===== src/rtl/ascon_pack.sv =====
// ascon_pack: shared types and constants for the ASCON permutation datapath.
//   type_state : five 64-bit state words, index 0 = x0 ... index 4 = x4.
//   NB_ROUNDS  : number of rounds in the full p12 permutation.
//   rcon()     : 8-bit round constant for a 4-bit round index.
package ascon_pack;

    localparam int NB_ROUNDS = 12;

    typedef logic [4:0][63:0] type_state;

    // Upper nibble counts down from F while the lower nibble counts up.
    // Out-of-range indices 12..15 simply wrap modulo 4 bits.
    function automatic logic [7:0] rcon(input logic [3:0] r);
        logic [3:0] hi;
        hi = 4'hF - r;
        return {hi, r};
    endfunction

endpackage


===== src/rtl/pc.sv =====
// pc: ASCON constant-addition layer (p_C), registered output.
//   XORs rcon(round_i) into the low byte of x2; x0, x1, x3, x4 pass through.
//   Ports:
//     clock_i  in   rising-edge clock
//     reset_i  in   asynchronous active-high reset
//     valid_i  in   Pc_in_i / round_i valid this cycle
//     Pc_in_i  in   type_state input
//     round_i  in   4-bit round index
//     Pc_out_o out  registered result (holds when valid_i = 0)
//     valid_o  out  one-cycle-latency valid
//     err_o    out  sticky illegal-round flag
//   Optional feature macro: PC_ROUND_CHECK_EN
//     defined   : round_i > 11 adds constant 0x00 and sets err_o until reset
//     undefined : constant formula applied to any round_i, err_o tied to 0
module pc
    import ascon_pack::*;
(
    input  logic       clock_i,
    input  logic       reset_i,
    input  logic       valid_i,
    input  type_state  Pc_in_i,
    input  logic [3:0] round_i,
    output type_state  Pc_out_o,
    output logic       valid_o,
    output logic       err_o
);

    logic [7:0] rc;
    logic       bad_round;
    type_state  pc_next;

    always_comb begin
        rc        = rcon(round_i);
        bad_round = 1'b0;
`ifdef PC_ROUND_CHECK_EN
        bad_round = (round_i > 4'(NB_ROUNDS - 1));
        if (bad_round) rc = 8'h00;
`endif
        pc_next       = Pc_in_i;
        pc_next[2]    = Pc_in_i[2] ^ {56'h0, rc};
    end

    always_ff @(posedge clock_i or posedge reset_i) begin
        if (reset_i) begin
            Pc_out_o <= '0;
            valid_o  <= 1'b0;
        end else begin
            valid_o <= valid_i;
            if (valid_i) Pc_out_o <= pc_next;
        end
    end

`ifdef PC_ROUND_CHECK_EN
    always_ff @(posedge clock_i or posedge reset_i) begin
        if (reset_i)                   err_o <= 1'b0;
        else if (valid_i && bad_round) err_o <= 1'b1;
    end
`else
    assign err_o = 1'b0;
    logic unused_bad;
    assign unused_bad = bad_round;
`endif

endmodule


===== config.mk =====
export PLATFORM = sky130hd
export DESIGN_NAME = pc
export DESIGN_NICKNAME = d
export VERILOG_FILES = /design/src/rtl/ascon_pack.sv /design/src/rtl/pc.sv
export SDC_FILE = /design/constraint.sdc
export NUM_CORES = 1
export LEC_CHECK = 0
export ABC_AREA = 1
export CAP_MARGIN = 5
export CORE_AREA = 2 2 252 254
export DETAILED_ROUTE_END_ITERATION = 8
export DIE_AREA = 0 0 254 256
export PLACE_DENSITY = 0.56
export RECOVER_POWER = 25
export SLEW_MARGIN = 20
export SYNTH_ARGS = -nofsm -noshare
export SYNTH_HDL_FRONTEND = slang
export SYNTH_SLANG_ARGS = --single-unit

===== constraint.sdc =====
create_clock -name clock_i -period 34.9 [get_ports clock_i]
set_input_delay 6.98 -clock clock_i [delete_from_list [all_inputs] [get_ports clock_i]]
set_output_delay 6.98 -clock clock_i [all_outputs]
set_load 0.01 [all_outputs]

==> results.py <==
metrics = {
    "run": {
        "maxCapViolCount": 3,
    },
    "grt": {
        "grt_pass1_wl_mm": 66.0,
        "first_global_vias": 11600,
        "grt_max_degree": 150,
        "grt_util_all_layers_pct": 12.9,
        "grt_overflow": 0,
        "antenna_found_initial": 1,
    },
    "synthesis": {
        "ys.warnings.count": 0,
        "syn_area_um2": 12300,
        "ys_seq_elements": 321,
        "yosysUniqueCellTypes": 10,
        "postSynthNetCount": 1711,
        "ys_seq_area_share_pct": 65.2,
        "syn_avg_cell_area_um2": 8.91,
        "netlist_instances": 1384,
    },
    "layout": {
        "final_cell_mix": "nand2_1, clkdlybuf4s50_1, dfrtp_1, clkbuf_16, dlygate4sd3_1",
        "fin_util_pct": 33.3,
        "finalNetCount": 2333,
        "final_common_cell": "nand2_1",
        "drive_above_1_share_pct": 3.54,
        "syn2layout_area_growth_pct": 68.3,
    },
    "route": {
        "routedWlPerCell_um": 15.0,
        "drt-pass1-iter-count": 6,
        "drc": 0,
        "num_vias": 11112,
        "first_iter_violations": 537,
        "drt.antenna.violating_nets": 0,
        "totalWireLength_mm": 43.2,
        "vias_per_cell": 3.86,
    },
    "worst_hold_path": {
        "hp-class": "reg -> reg",
    },
    "outcome": {
        "status": "finished, violations left",
        "failed_checks": "capacitance limit, slew limit",
    },
    "placed_design": {
        "port_buffers": 647,
        "dpl.hpwl_mm": 30.6,
        "gp_congestion": 0.768,
    },
    "clock_network": {
        "postCtsHoldBufs": 0,
        "cts_buffer_depth": 3,
        "cts-htree-levels": 2,
        "cts_resized": 0,
        "clock-sinks": 321,
        "clkTransAtPathRegs_ns": 0.05,
        "cts_root_buffer": "clkbuf_16",
        "numCtsBuffers": 38,
        "clk_latency_ns": 0.53,
        "cts_tree": "done",
        "cts_setup_buffers": 0,
    },
    "worst_setup_path": {
        "end_kind": "flop",
        "critPathLaunchType": "primary input",
        "crit_arrival_ns": 16.09,
        "crit_required_ns": 35.31,
        "crit_fanout": 122,
        "crit_type": "in -> reg",
    },
    "timing": {
        "worst_clock_skew_ns": 0,
        "hold_violations": 0,
        "max_slew_margin_pct": -244,
        "fmax_mhz": 63.8,
        "report.final.setup_viol": 0,
        "grt_setup_unrepaired": "false",
        "finalCriticalPeriod_ns": 15.68,
        "worst_pin_slew_ns": 5.14,
        "period_share_pct": 44.9,
        "finalSetupTns_ns": 0,
        "drv_slew": 314,
    },
    "floorplanning": {
        "pin_count": 649,
        "rows": 92,
        "initial_utilization_pct": 19.8,
        "die_y_um": 256,
        "die_area_um2": 65000,
        "die_x_um": 254,
        "core-area_um2": 62400,
    },
    "power": {
        "p_per_area_nw_per_um2": 50.5,
        "ir_worst_vdd_mv": 0.0357,
        "total_leakage_power_nw": 10.0,
        "power_mw": 1.05,
    },
}
## area by class of cell
type | instances | area [um2]
Inverter | 14 | 55.1
Tap cell | 846 | 1060
Antenna cell | 1 | 2.50
Multi-Input combinational cell | 977 | 3680
Timing Repair Buffer | 654 | 6540
Sequential cell | 321 | 8030
Clock inverter | 16 | 258
Fill cell | 6537 | 41600
Clock buffer | 53 | 1130
## final timing paths
kind	startpoint	depth (start not counted)	slack (ns)	end
max reg2reg	Pc_out_o[46]	2	34.15	Pc_out_o[46]
min in group asynchronous	reset_i	2	8.44	Pc_out_o[150]
max in group asynchronous	reset_i	3	23.86	Pc_out_o[62]
max	valid_i	5	19.22	Pc_out_o[256]
min	Pc_out_o[14]	2	0.46	Pc_out_o[14]
min reg2reg	Pc_out_o[14]	2	0.46	Pc_out_o[14]
## cells in the mapped netlist
library cell	count	area, um2
nand2_1	968	3630
inv_4	1	6.26
buf_6	29	327
inv_1	13	48.8
buf_2	33	165
clkbuf_1	1	3.75
conb_1	1	3.75
buf_4	9	67.6
nand3_1	8	40.0
dfrtp_1	321	8030
## report_power, final
part / internal (mW) / total [mW] / switching, mW
clock network: 0.278 / 0.440 / 0.162
registers: 0.406 / 0.424 / 0.0187
logic: 0.103 / 0.182 / 0.0797
## registers in the layout (all words and copies together), names as in the netlist
| signal | cells |
|---|---|
| Pc_out_o | 320 |
| valid_o | 1 |
## per-stage QoR
step	setup slack (ns)	hold WS, ns	instances	area, um2
floorplan	19.04	0.506	1384	12300
global placement	25.63	0.453	2812	19400
detailed placement	25.64	0.457	2812	19400
CTS	26.20	0.471	2881	20800
global route	18.29	0.480	2881	20700
finish	19.22	0.463	2882	20700
## metal layers
| layer | track usage, % | share of wire [%] |
|---|---|---|
| met1 | 13.7 | 37 |
| met2 | 22.1 | 48 |
| met3 | 5.99 | 12 |
| met4 | 4.75 | 3.4 |
| met5 | 0 | 0 |
## worst max-delay path, cell delays in order
cell and delay (ns):
clkbuf_1 2.32, clkinvlp_2 4.77, buf_4 1.44, nand2_1 0.23, nand2_1 0.08
## kinds of logic after synthesis
family                 after synthesis  share of synthesized area [%]
buffers and inverters               86                           5.01
other                                1                         0.0304
flip-flops                         321                           65.2
AND/OR/NAND/NOR                    976                           29.8
Note: power is estimated with default switching activity, not from simulation.
